==> src/rtl/kitchen_timer_ctrl_if.sv <==
// Counter-side bus between the kitchen-timer sequencer (master) and its BCD mm:ss counter (slave).
interface kitchen_timer_ctrl_if;
    logic [15:0] cnt_value;
    logic        cnt_tick;
    logic        cnt_dn;
    logic        cnt_load;
    logic [15:0] cnt_load_val;

    modport master (
        input  cnt_value,
        output cnt_tick,
        output cnt_dn,
        output cnt_load,
        output cnt_load_val
    );

    modport slave (
        output cnt_value,
        input  cnt_tick,
        input  cnt_dn,
        input  cnt_load,
        input  cnt_load_val
    );
endinterface

==> src/rtl/kitchen_timer_ctrl.sv <==
// Kitchen-timer sequencer: buttons -> IDLE/RUN/PAUSE/ALARM, 1 s prescaler, counter tick/load/direction.
// Optional build macro AUTO_SILENCE_EN: alarm silences itself after ALARM_SECS seconds.
module kitchen_timer_ctrl #(
    parameter int TICK_DIV   = 100_000_000,
    parameter int ALARM_SECS = 10
) (
    input  logic                 clk,
    input  logic                 rst,
    input  logic                 btn_start,
    input  logic                 btn_clear,
    input  logic                 btn_min,
    input  logic                 btn_sec,
    kitchen_timer_ctrl_if.master cnt,
    output logic [15:0]          preset,
    output logic                 running,
    output logic                 alarm
);
    localparam int PW = $clog2(TICK_DIV);
    localparam int SW = $clog2(ALARM_SECS + 1);
    localparam logic [PW-1:0] PRESC_MAX = PW'(TICK_DIV - 1);
    localparam logic [SW-1:0] SECS_LAST = SW'(ALARM_SECS - 1);

`ifdef AUTO_SILENCE_EN
    localparam bit AUTO_SILENCE = 1'b1;
`else
    localparam bit AUTO_SILENCE = 1'b0;
`endif

    typedef enum logic [1:0] {S_IDLE, S_RUN, S_PAUSE, S_ALARM} state_t;

    state_t        state_q, state_d;
    logic [15:0]   preset_q, preset_d;
    logic [PW-1:0] presc_q, presc_d;
    logic [SW-1:0] secs_q, secs_d;
    logic          dn_q, dn_d;
    logic          tick_q, tick_d;
    logic          load_q, load_d;
    logic [15:0]   load_val_q, load_val_d;
    logic          running_q, running_d;
    logic          alarm_q, alarm_d;
    logic [15:0]   preset_inc;

    // Two-digit BCD increment over 00..59.
    function automatic logic [7:0] bcd_inc59(input logic [7:0] v);
        logic [7:0] r;
        if (v[3:0] == 4'd9) begin
            r[3:0] = 4'd0;
            r[7:4] = (v[7:4] == 4'd5) ? 4'd0 : v[7:4] + 4'd1;
        end else begin
            r[3:0] = v[3:0] + 4'd1;
            r[7:4] = v[7:4];
        end
        return r;
    endfunction

    always_comb begin
        preset_inc = preset_q;
        if (btn_min) preset_inc[15:8] = bcd_inc59(preset_q[15:8]);
        if (btn_sec) preset_inc[7:0]  = bcd_inc59(preset_q[7:0]);
    end

    always_comb begin
        state_d    = state_q;
        preset_d   = preset_q;
        presc_d    = presc_q;
        secs_d     = secs_q;
        dn_d       = dn_q;
        tick_d     = 1'b0;
        load_d     = 1'b0;
        load_val_d = load_val_q;

        if (btn_clear) begin
            state_d    = S_IDLE;
            preset_d   = '0;
            presc_d    = '0;
            secs_d     = '0;
            load_d     = 1'b1;
            load_val_d = '0;
        end else begin
            case (state_q)
                S_IDLE: begin
                    if (btn_start) begin
                        presc_d = '0;
                        dn_d    = (preset_q != 16'h0000);
                        state_d = S_RUN;
                    end else if (btn_min || btn_sec) begin
                        preset_d   = preset_inc;
                        load_d     = 1'b1;
                        load_val_d = preset_inc;
                    end
                end
                S_RUN: begin
                    // Zero check outranks the tick so a down-count never wraps past 00:00.
                    if (btn_start) begin
                        state_d = S_PAUSE;
                    end else if (dn_q && cnt.cnt_value == 16'h0000) begin
                        state_d = S_ALARM;
                        presc_d = '0;
                        secs_d  = '0;
                    end else if (presc_q == PRESC_MAX) begin
                        presc_d = '0;
                        if (!dn_q && cnt.cnt_value == 16'h5959) begin
                            state_d = S_ALARM;
                            secs_d  = '0;
                        end else begin
                            tick_d = 1'b1;
                        end
                    end else begin
                        presc_d = presc_q + 1'b1;
                    end
                end
                S_PAUSE: begin
                    if (btn_start) state_d = S_RUN;
                end
                S_ALARM: begin
                    if (btn_start) begin
                        state_d    = S_IDLE;
                        load_d     = 1'b1;
                        load_val_d = preset_q;
                    end else if (AUTO_SILENCE) begin
                        if (presc_q == PRESC_MAX) begin
                            presc_d = '0;
                            if (secs_q == SECS_LAST) begin
                                state_d    = S_IDLE;
                                load_d     = 1'b1;
                                load_val_d = preset_q;
                            end else begin
                                secs_d = secs_q + 1'b1;
                            end
                        end else begin
                            presc_d = presc_q + 1'b1;
                        end
                    end
                end
                default: state_d = S_IDLE;
            endcase
        end

        running_d = (state_d == S_RUN);
        alarm_d   = (state_d == S_ALARM);
    end

    // load_q resets high: the counter has no reset and is zeroed by this strobe.
    always_ff @(posedge clk or posedge rst) begin
        if (rst) begin
            state_q    <= S_IDLE;
            preset_q   <= '0;
            presc_q    <= '0;
            secs_q     <= '0;
            dn_q       <= 1'b0;
            tick_q     <= 1'b0;
            load_q     <= 1'b1;
            load_val_q <= '0;
            running_q  <= 1'b0;
            alarm_q    <= 1'b0;
        end else begin
            state_q    <= state_d;
            preset_q   <= preset_d;
            presc_q    <= presc_d;
            secs_q     <= secs_d;
            dn_q       <= dn_d;
            tick_q     <= tick_d;
            load_q     <= load_d;
            load_val_q <= load_val_d;
            running_q  <= running_d;
            alarm_q    <= alarm_d;
        end
    end

    assign cnt.cnt_tick     = tick_q;
    assign cnt.cnt_dn       = dn_q;
    assign cnt.cnt_load     = load_q;
    assign cnt.cnt_load_val = load_val_q;
    assign preset           = preset_q;
    assign running          = running_q;
    assign alarm            = alarm_q;
endmodule
==> src/flat_wrapper.sv <==
// flat-port wrapper written by rule: the top's interface ports become plain ports
module kitchen_timer_ctrl_flat 
#(
    parameter int TICK_DIV   = 100_000_000,
    parameter int ALARM_SECS = 10
)
  (clk, rst, btn_start, btn_clear, btn_min, btn_sec, preset, running, alarm, cnt_cnt_value, cnt_cnt_tick, cnt_cnt_dn, cnt_cnt_load, cnt_cnt_load_val);
  kitchen_timer_ctrl_if cnt_i ();
  input  logic clk;
  input  logic rst;
  input  logic btn_start;
  input  logic btn_clear;
  input  logic btn_min;
  input  logic btn_sec;
  output logic [15:0] preset;
  output logic running;
  output logic alarm;
  input wire logic [$bits(cnt_i.cnt_value)-1:0] cnt_cnt_value;
  output wire logic [$bits(cnt_i.cnt_tick)-1:0] cnt_cnt_tick;
  output wire logic [$bits(cnt_i.cnt_dn)-1:0] cnt_cnt_dn;
  output wire logic [$bits(cnt_i.cnt_load)-1:0] cnt_cnt_load;
  output wire logic [$bits(cnt_i.cnt_load_val)-1:0] cnt_cnt_load_val;
  assign cnt_i.cnt_value = cnt_cnt_value;
  assign cnt_cnt_tick = cnt_i.cnt_tick;
  assign cnt_cnt_dn = cnt_i.cnt_dn;
  assign cnt_cnt_load = cnt_i.cnt_load;
  assign cnt_cnt_load_val = cnt_i.cnt_load_val;
  kitchen_timer_ctrl #(.TICK_DIV(TICK_DIV), .ALARM_SECS(ALARM_SECS)) u_core (.clk(clk), .rst(rst), .btn_start(btn_start), .btn_clear(btn_clear), .btn_min(btn_min), .btn_sec(btn_sec), .cnt(cnt_i), .preset(preset), .running(running), .alarm(alarm));
endmodule
==> config.mk <==
export PLATFORM = sky130hd
export DESIGN_NAME = kitchen_timer_ctrl_flat
export DESIGN_NICKNAME = d
export VERILOG_FILES = /design/src/rtl/kitchen_timer_ctrl_if.sv /design/src/rtl/kitchen_timer_ctrl.sv /design/src/flat_wrapper.sv
export SDC_FILE = /design/constraint.sdc
export NUM_CORES = 1
export LEC_CHECK = 0
export CORE_UTILIZATION = 30
export CTS_BUF_LIST = sky130_fd_sc_hd__clkbuf_8
export DETAILED_ROUTE_END_ITERATION = 6
export PLACE_DENSITY_LB_ADDON = 0.1
export SYNTH_ARGS = -nofsm -noshare
export SYNTH_HDL_FRONTEND = slang
export SYNTH_SLANG_ARGS = --single-unit
==> constraint.sdc <==
create_clock -name clk -period 4.65 [get_ports clk]
set_clock_uncertainty 0.05 [all_clocks]
set_input_delay 1.1625 -clock clk [delete_from_list [all_inputs] [get_ports clk]]
set_output_delay 1.1625 -clock clk [all_outputs]
set_load 0.05 [all_outputs]
==> results of run 1 <==
-- where the power goes --
part	switching, uW	internal (uW)	leakage [uW]	total (uW)
combinational	334	171	0.000903	504
clock	228	286	0.000110	514
sequential	46.0	613	0.000909	659
-- layout make-up --
class	instances	area [um^2]
clock buffer	12	165
sequential	66	1650
multi-input combinational	323	2020
fill	1289	7420
timing repair buffer	64	626
clock inverter	3	38.8
tap	168	210
inverter	21	78.8
-- metal layers --
layer / track usage / vias to the layer above / wire, um
li1: - / 1640 / -
met1: 0.210 / 1563 / 4790
met2: 0.262 / 73 / 4580
met3: 0.0501 / 10 / 489
met4: 0.0580 / 0 / 124
met5: 0 / - / 0
-- tightest hold or removal path: stages (launching register included) --
cell and delay (ps):
dfrtp_1 340, nand2_1 50, o21ai_0 60
-- stage by stage --
step,instances,setup WS (ps),instance area [um^2]
after floorplan,431,1780,3830
after global placement,642,1050,4590
after detailed placement,642,1040,4590
after CTS,657,1440,4790
after global routing,657,1330,4790
final,657,1430,4790
-- flip-flops by register name, indices dropped and copies added (netlist names) --
signal / flops
u_core.running: 1
u_core.cnt.cnt_dn: 1
u_core.preset: 16
u_core.cnt.cnt_load_val: 16
u_core.cnt.cnt_tick: 1
u_core.presc_q: 27
u_core.alarm: 1
u_core.state_q: 2
u_core.cnt.cnt_load: 1
-- cells in the mapped netlist, drive strengths merged, types with 6 or more instances --
cell type,n,area share
dfrtp,65,0.42
nor2,58,0.057
nand2,42,0.041
o21ai,27,0.035
inv,21,0.021
nand3,18,0.023
clkbuf,17,0.017
ha,17,0.055
xnor2,17,0.039
a21oi,16,0.021
nor3,15,0.020
nand4,14,0.023
nor4,12,0.020
mux2i,9,0.023
a31oi,6,0.0098
or3,6,0.011
xor2,6,0.014
-- path summary, 6_finish.rpt --
kind                                                                end  cells past startpoint
worst min-delay path            u_core.cnt.cnt_load_val[13]$_DFFE_PP0P_                      2
max in group asynchronous                 u_core.presc_q[1]$_DFFE_PP0P_                      3
worst min register to register  u_core.cnt.cnt_load_val[13]$_DFFE_PP0P_                      2
min in group asynchronous                u_core.presc_q[15]$_DFFE_PP0P_                      2
worst max register to register           u_core.presc_q[26]$_DFFE_PP0P_                      8
worst max-delay path                     u_core.presc_q[26]$_DFFE_PP0P_                      7
-- cell families (layout without fill, tap and decap cells) --
logic type      after synthesis  count (layout)  synth area share
compound gates               72              72             0.121
simple gates                202             202             0.274
flops                        66              66             0.431
buf+inv                      42             100            0.0421
fa+ha+maj                    17              17            0.0555
mux                           9               9            0.0235
xor+xnor                     23              23            0.0525
==> results.py, run 1 <==
metrics = {
    "worst_setup_path": {
        "timing.rr.start": "u_core.state_q[1]$_DFF_PP0_",
        "critPathLaunch": "btn_start",
        "cp_slowest_cell": "clkdlybuf4s50_1",
        "critPathMaxFanout": 15,
        "start_kind": "input pin",
        "crit_required_ps": 4890,
        "end_kind": "flop",
        "slowest_delay_ps": 670,
        "rrSetupSlack_ps": 2050,
        "cp.arrival_ps": 3460,
        "crit_buf_inv": 2,
        "critical_path_class": "in2reg",
        "cp_cell_sequence": "clkdlybuf4s50_1 -> and3b_1 -> o311ai_4 -> buf_4 -> or4_4 -> or3_1 -> a21oi_1",
        "cp_top_family": "simple AND/OR/NAND/NOR gates",
    },
    "route": {
        "drcViolationCount": 0,
        "finalWirelength_mm": 9.98,
        "drt_iter0_markers": 195,
        "num_vias": 3286,
        "firstDrtPassIters": 4,
        "viasPerCell": 5.00,
        "ant_nets": 0,
        "wl_per_cell_um": 15.2,
    },
    "clock_tree": {
        "cts_resized": 0,
        "cts_buffer_depth": 2,
        "clkTransAtPathRegs_ps": 70,
        "ctsHoldBuffers": 0,
        "h-tree-depth": 3,
        "cts.sinks": 66,
        "cts_tree": "done",
        "cts_made_buffers": 9,
        "root_buffer": "clkbuf_8",
        "post_cts_buffers": 0,
        "clock_latency_ps": 360,
    },
    "power_and_ir_drop": {
        "ir_worst_vdd_mv": 0.128,
        "p_leak_uw": 0.00192,
        "totalPowerFinal_uw": 1680,
        "power.density_mw_per_mm2": 350,
    },
    "hold_path": {
        "holdCritPathClass": "reg2reg",
        "hold_start": "u_core.cnt.cnt_load_val[13]$_DFFE_PP0P_",
    },
    "global_routing": {
        "grt_antenna_before_repair": 0,
        "grt_max_degree": 46,
        "grt_pass1_wl_mm": 16.5,
        "grt-ovfl-total": 0,
        "grt.total_usage": 0.164,
        "grt_pass1_vias": 3221,
    },
    "layout": {
        "n_antenna_cell": 0,
        "layout_common_cells": "dfrtp_1 (65), nor2_1 (58), clkdlybuf4s50_1 (58)",
        "final_common_cell": "dfrtp_1",
        "drive_above_1_share": 0.0613,
        "area_growth_pct": 25.0,
        "finalNetCount": 524,
        "fin_util": 0.392,
    },
    "synth": {
        "syn-num-nets": 470,
        "yosys_warnings": 0,
        "ys_dominant_reg_cell": "dfrtp_1",
        "ys_types": 48,
        "syn_avg_cell_area_um2": 8.89,
        "synthCells": 431,
        "synth_area_mm2": 0.00383,
        "synth_edf_count": 0,
        "yosysSeqAreaShare": 0.431,
        "ys_async_sr_fraction": 1.00,
        "ys_seq_elements": 66,
    },
    "job": {
        "drv_cap": 0,
    },
    "timing": {
        "worst_slew_pin_slew_ps": 992,
        "whs_ps": 435,
        "hold_violations": 0,
        "setup_tns_ps": 0,
        "fin_crit_sh": 0.692,
        "report.final.slew_viol_count": 0,
        "rsz0062_at_grt": "no",
        "max_freq_ghz": 0.311,
        "setup_viol": 0,
        "slew_headroom": 0.338,
        "period_needed_ps": 3220,
    },
    "placement": {
        "port-buffer-count": 58,
        "gp_congestion": 0.801,
        "dp_hpwl_mm": 6.99,
    },
    "floorplan": {
        "dieArea_mm2": 0.0132,
        "die_h_um": 115,
        "start_util": 0.314,
        "io_pins": 59,
        "die_x_um": 115,
        "num_rows": 40,
        "core_mm2": 0.0122,
    },
    "run_status": {
        "outcome": "completed",
    },
}
Power figures use the tool's default switching activity.
==> inputs of run 2 (changes only) <==
- clock period: 4.65 -> 3.2 ns (I/O delays scaled with it)
==> results.py, run 2 (same netlist as run 1, synthesis figures left out) <==
metrics = {
    "layout": {
        "registers.top_by_ff_count": "u_core.presc_q",
        "layout_common_cells": "dfrtp_1 (65), nor2_1 (58), clkdlybuf4s50_1 (58)",
        "finalNetCount": 525,
        "largest_reg_flops": 27,
        "n_antenna_cell": 0,
        "final_common_cell": "dfrtp_1",
        "area_growth_pct": 26.2,
        "drive_above_1_share": 0.0652,
    },
    "worst_setup_path": {
        "worst-r2r-cell-count": 8,
        "cp_top_family": "buffers and inverters",
        "cp_cell_sequence": "clkdlybuf4s50_1",
        "crit_buf_inv": 1,
        "cp_slowest_cell": "clkdlybuf4s50_1",
        "cp.arrival_ps": 1770,
        "start_kind": "flop",
        "crit_required_ps": 2350,
        "r2r_end": "u_core.presc_q[24]$_DFFE_PP0P_",
        "critical_path_class": "reg2out",
        "end_kind": "primary output",
        "rrSetupSlack_ps": 750,
        "slowest_delay_ps": 870,
        "timing.rr.start": "u_core.state_q[0]$_DFF_PP0_",
        "critPathMaxFanout": 8,
    },
    "global_routing": {
        "grt-ovfl-total": 0,
        "grt_max_degree": 35,
        "grt.total_usage": 0.165,
        "grt_antenna_before_repair": 0,
        "grt_pass1_vias": 3192,
        "grt_pass1_wl_mm": 16.4,
    },
    "timing": {
        "setup_viol": 0,
        "hold_violations": 0,
        "fin_crit_sh": 0.818,
        "period_needed_ps": 2620,
        "slew_headroom": 0.486,
        "setup_tns_ps": 0,
        "whs_ps": 444,
        "report.final.slew_viol_count": 0,
        "worst_slew_pin_slew_ps": 769,
        "rsz0062_at_grt": "no",
        "max_freq_ghz": 0.382,
    },
    "clock_tree": {
        "clock_latency_ps": 360,
        "cts_buffer_depth": 2,
        "cts_resized": 0,
        "root_buffer": "clkbuf_8",
        "clkTransAtPathRegs_ps": 70,
        "cts_made_buffers": 9,
        "ctsHoldBuffers": 0,
        "h-tree-depth": 3,
        "cts.sinks": 66,
        "post_cts_buffers": 0,
        "cts_tree": "done",
    },
    "power_and_ir_drop": {
        "p_sw_frac": 0.357,
        "totalPowerFinal_uw": 2510,
        "combPwrFrac": 0.300,
        "intPower_uw": 1610,
        "p_seq_frac": 0.383,
        "ir_worst_vdd_mv": 0.266,
        "p_leak_uw": 0.00194,
        "power.density_mw_per_mm2": 518,
        "clkPwrFrac": 0.317,
        "switchingPower_uw": 897,
    },
    "route": {
        "drcViolationCount": 0,
        "firstDrtPassIters": 4,
        "ant_nets": 0,
        "viasPerCell": 4.99,
        "num_vias": 3291,
        "drt_iter0_markers": 141,
        "wl_per_cell_um": 15.5,
        "finalWirelength_mm": 10.2,
    },
    "hold_path": {
        "holdPathStages": 2,
        "holdCritPathClass": "reg2reg",
        "hold_start": "u_core.cnt.cnt_load_val[13]$_DFFE_PP0P_",
        "hold_end": "u_core.cnt.cnt_load_val[13]$_DFFE_PP0P_",
    },
    "job": {
        "drv_cap": 0,
    },
    "placement": {
        "dp_hpwl_mm": 7.16,
        "port-buffer-count": 58,
        "gp_congestion": 0.786,
    },
    "floorplan": {
        "core_mm2": 0.0122,
        "dieArea_mm2": 0.0132,
        "start_util": 0.314,
        "io_pins": 59,
        "num_rows": 40,
        "die_x_um": 115,
        "die_h_um": 115,
    },
    "run_status": {
        "outcome": "completed",
    },
}
## run 2: changes by cell type in the layout (fill, tap and decap cells not counted)
cell / before / now
buf_12: 0 / 2
bufinv_16: 1 / 2
clkbuf_8: 12 / 10
clkinv_2: 1 / 2
buf_4: 6 / 5
clkinvlp_4: 0 / 1
## run 2: worst max path at each step
stage	start	endpoint	slack [ps]	cells after the start
2_1_floorplan	rst	u_core.alarm$_DFF_PP0_	700	1
3_3_place_gp	cnt_cnt_value[1]	u_core.presc_q[8]$_DFFE_PP0P_	310	7
3_5_place_dp	cnt_cnt_value[1]	u_core.presc_q[3]$_DFFE_PP0P_	270	7
4_1_cts	u_core.preset[10]$_DFFE_PP0P_	preset[10]	570	1
5_1_grt	cnt_cnt_value[1]	u_core.presc_q[24]$_DFFE_PP0P_	460	7
6_report	u_core.preset[8]$_DFFE_PP0P_	preset[8]	580	1
## run 2: routing by layer
| metal | GRT usage | vias up | part of all wire |
|---|---|---|---|
| met5 | 0 | - | 0 |
| met4 | 0.0494 | 0 | 0.010 |
| met3 | 0.0480 | 8 | 0.054 |
| met2 | 0.269 | 76 | 0.47 |
| met1 | 0.210 | 1565 | 0.47 |
| li1 | - | 1642 | - |
## run 2: worst register-to-register path, cell delays in order (launching register included)
cell and delay, ps:
dfrtp_1 440, inv_1 110, ha_1 330, and3b_1 280
o311ai_4 120, buf_4 220, or4_1 540, xnor2_1 140
nor2b_1 130
## run 2: power groups by stage
stage	Sequential, uW	Combinational [uW]	Clock (uW)
6_report	960	752	796
5_1_grt	970	818	857
4_1_cts	961	762	827
3_5_place_dp	975	760	0
3_3_place_gp	976	755	0
2_1_floorplan	1100	372	0
## run 2: per-stage QoR
step                cells   util  area, um^2  worst slack [ps]
global route          659  0.396        4840               456
detailed placement    643  0.378        4620               265
finish                659  0.396        4840               582
global placement      643  0.378        4620               308
CTS                   659  0.396        4840               570
floorplan             431      -        3830               697
## run 2: cell type report
| cell class | instances | area [um^2] |
|---|---|---|
| Clock buffer | 10 | 138 |
| Clock inverter | 6 | 81.3 |
| Fill cell | 1252 | 7370 |
| Inverter | 21 | 78.8 |
| Multi-Input combinational cell | 323 | 2020 |
| Sequential cell | 66 | 1650 |
| Tap cell | 168 | 210 |
| Timing Repair Buffer | 65 | 658 |
==> inputs of run 3 (changes only) <==
- clock period: 3.2 -> 2.4 ns (I/O delays scaled with it)
==> results.py, run 3 (same netlist as run 1, synthesis figures left out) <==
metrics = {
    "route": {
        "wl_per_cell_um": 15.0,
        "finalWirelength_mm": 10.3,
        "num_vias": 3462,
        "firstDrtPassIters": 4,
        "viasPerCell": 5.02,
        "drt_iter0_markers": 145,
        "ant_nets": 0,
        "drcViolationCount": 0,
    },
    "placement": {
        "port-buffer-count": 58,
        "dp_hpwl_mm": 7.38,
        "gp_congestion": 0.762,
        "placed_cell_area_mm2": 0.00484,
    },
    "layout": {
        "area_growth_pct": 34.0,
        "fin_util": 0.421,
        "n_antenna_cell": 0,
        "layout_common_cells": "dfrtp_1 (65), nor2_1 (58), clkdlybuf4s50_1 (50)",
        "finalNetCount": 555,
        "largest_reg_flops": 27,
        "registers.top_by_ff_count": "u_core.presc_q",
        "stdcell_area_mm2": 0.00514,
        "multiInputGateArea_mm2": 0.00204,
        "drive_above_1_share": 0.127,
        "seq_area_mm2": 0.00165,
        "final_common_cell": "dfrtp_1",
        "fill_cells": 1260,
    },
    "timing": {
        "setup_viol": 0,
        "max_freq_ghz": 0.429,
        "worst_slew_pin_slew_ps": 519,
        "period_needed_ps": 2330,
        "slew_headroom": 0.650,
        "hold_violations": 0,
        "rsz0062_at_grt": "no",
        "report.final.slew_viol_count": 0,
        "fin_crit_sh": 0.971,
    },
    "run_status": {
        "outcome": "completed",
    },
    "worst_setup_path": {
        "end_kind": "flop",
        "crit_required_ps": 2640,
        "critPathMaxFanout": 4,
        "cp.arrival_ps": 2570,
        "cp_top_family": "simple AND/OR/NAND/NOR gates",
        "rrSetupSlack_ps": 150,
        "start_kind": "input pin",
        "cp_slowest_cell": "clkdlybuf4s50_1",
        "cp_cell_sequence": "clkdlybuf4s50_1 -> and3b_1 -> o311ai_4 -> or4_4 -> or3_1 -> a21oi_1",
        "critical_path_class": "in2reg",
        "slowest_delay_ps": 590,
        "crit_buf_inv": 1,
    },
    "floorplan": {
        "start_util": 0.314,
        "die_x_um": 115,
        "num_rows": 40,
        "die_h_um": 115,
        "io_pins": 59,
        "dieArea_mm2": 0.0132,
        "core_mm2": 0.0122,
    },
    "clock_tree": {
        "cts_tree": "done",
        "clock_latency_ps": 350,
        "ctsHoldBuffers": 0,
        "cts_made_buffers": 9,
        "h-tree-depth": 3,
        "clkTransAtPathRegs_ps": 80,
        "cts_buffer_depth": 2,
        "root_buffer": "clkbuf_8",
        "post_cts_buffers": 0,
        "cts.sinks": 66,
    },
    "global_routing": {
        "grt_pass1_vias": 3491,
        "grt_pass1_wl_mm": 17.3,
        "grt_antenna_before_repair": 0,
        "grt_max_degree": 67,
        "grt.total_usage": 0.169,
        "grt-ovfl-total": 0,
    },
    "hold_path": {
        "holdCritPathClass": "reg2reg",
    },
    "power_and_ir_drop": {
        "p_leak_uw": 0.00221,
        "power.density_mw_per_mm2": 714,
        "ir_worst_vdd_mv": 0.569,
    },
    "job": {
        "drv_cap": 0,
    },
}
## run 3: cell types whose count changed in the layout (fill, tap and decap cells not counted), sizes merged, moves of 2 or more
cell and delta:
buf +31, bufinv +2, clkdlybuf4s50 -8, dlygate4sd2 +2
dlymetal6s2s +5
## run 3: metal layers
| layer | track usage | part of all wire | up-vias |
|---|---|---|---|
| met2 | 0.269 | 0.47 | 62 |
| met1 | 0.225 | 0.48 | 1699 |
| li1 | - | - | 1695 |
| met3 | 0.0501 | 0.041 | 6 |
| met5 | 0 | 0 | - |
| met4 | 0.0442 | 0.0088 | 0 |
## run 3: path summary, 6_finish.rpt
kind / to / cells after the start / from
setup / recovery: u_core.presc_q[26]$_DFFE_PP0P_ / 6 / btn_start
hold / removal: u_core.cnt.cnt_load_val[10]$_DFFE_PP0P_ / 2 / u_core.cnt.cnt_load_val[10]$_DFFE_PP0P_
setup reg to reg: u_core.presc_q[26]$_DFFE_PP0P_ / 7 / u_core.state_q[1]$_DFF_PP0_
hold reg to reg: u_core.cnt.cnt_load_val[10]$_DFFE_PP0P_ / 2 / u_core.cnt.cnt_load_val[10]$_DFFE_PP0P_
max in group asynchronous: u_core.cnt.cnt_load$_DFF_PP1_ / 3 / rst
min in group asynchronous: u_core.preset[15]$_DFFE_PP0P_ / 3 / rst
## run 3: worst reg2reg max path: cells and delay by family (launching register included)
kind,cells,cell delay [ps]
simple gates,3,1120
compound gates,2,240
fa+ha+maj,1,240
buf+inv,1,120
flops,1,410
## run 3: metrics by stage
step | hold slack [ps] | setup slack [ps] | TNS (ps) | cells | total power [uW]
after global routing | 471 | 0.504 | 0 | 689 | 3870
after floorplan | 415 | 96.8 | 0 | 431 | 1960
final | 443 | 70.8 | 0 | 689 | 3670
after global placement | 424 | -220 | -5790 | 673 | 2400
after detailed placement | 424 | -279 | -7570 | 673 | 2410
after CTS | 450 | 7.41 | 0 | 689 | 3700
## run 3: repair_timing
item / CTS / global route
pin swaps: 0 / 0
gates resized for setup: 2 / 9
setup endpoints to repair: 2 / 30
## run 3: cell type report
class | count | area share
tap | 168 | 0.0409
clock inverter | 6 | 0.0251
multi-input combinational | 323 | 0.397
timing repair buffer | 95 | 0.173
sequential | 66 | 0.322
clock buffer | 10 | 0.0268
inverter | 21 | 0.0153
## run 3: report_power, final
part           internal [uW]  total, uW  switching [uW]
clock network            818       1270             449
logic                    439       1130             690
registers               1190       1270            81.1
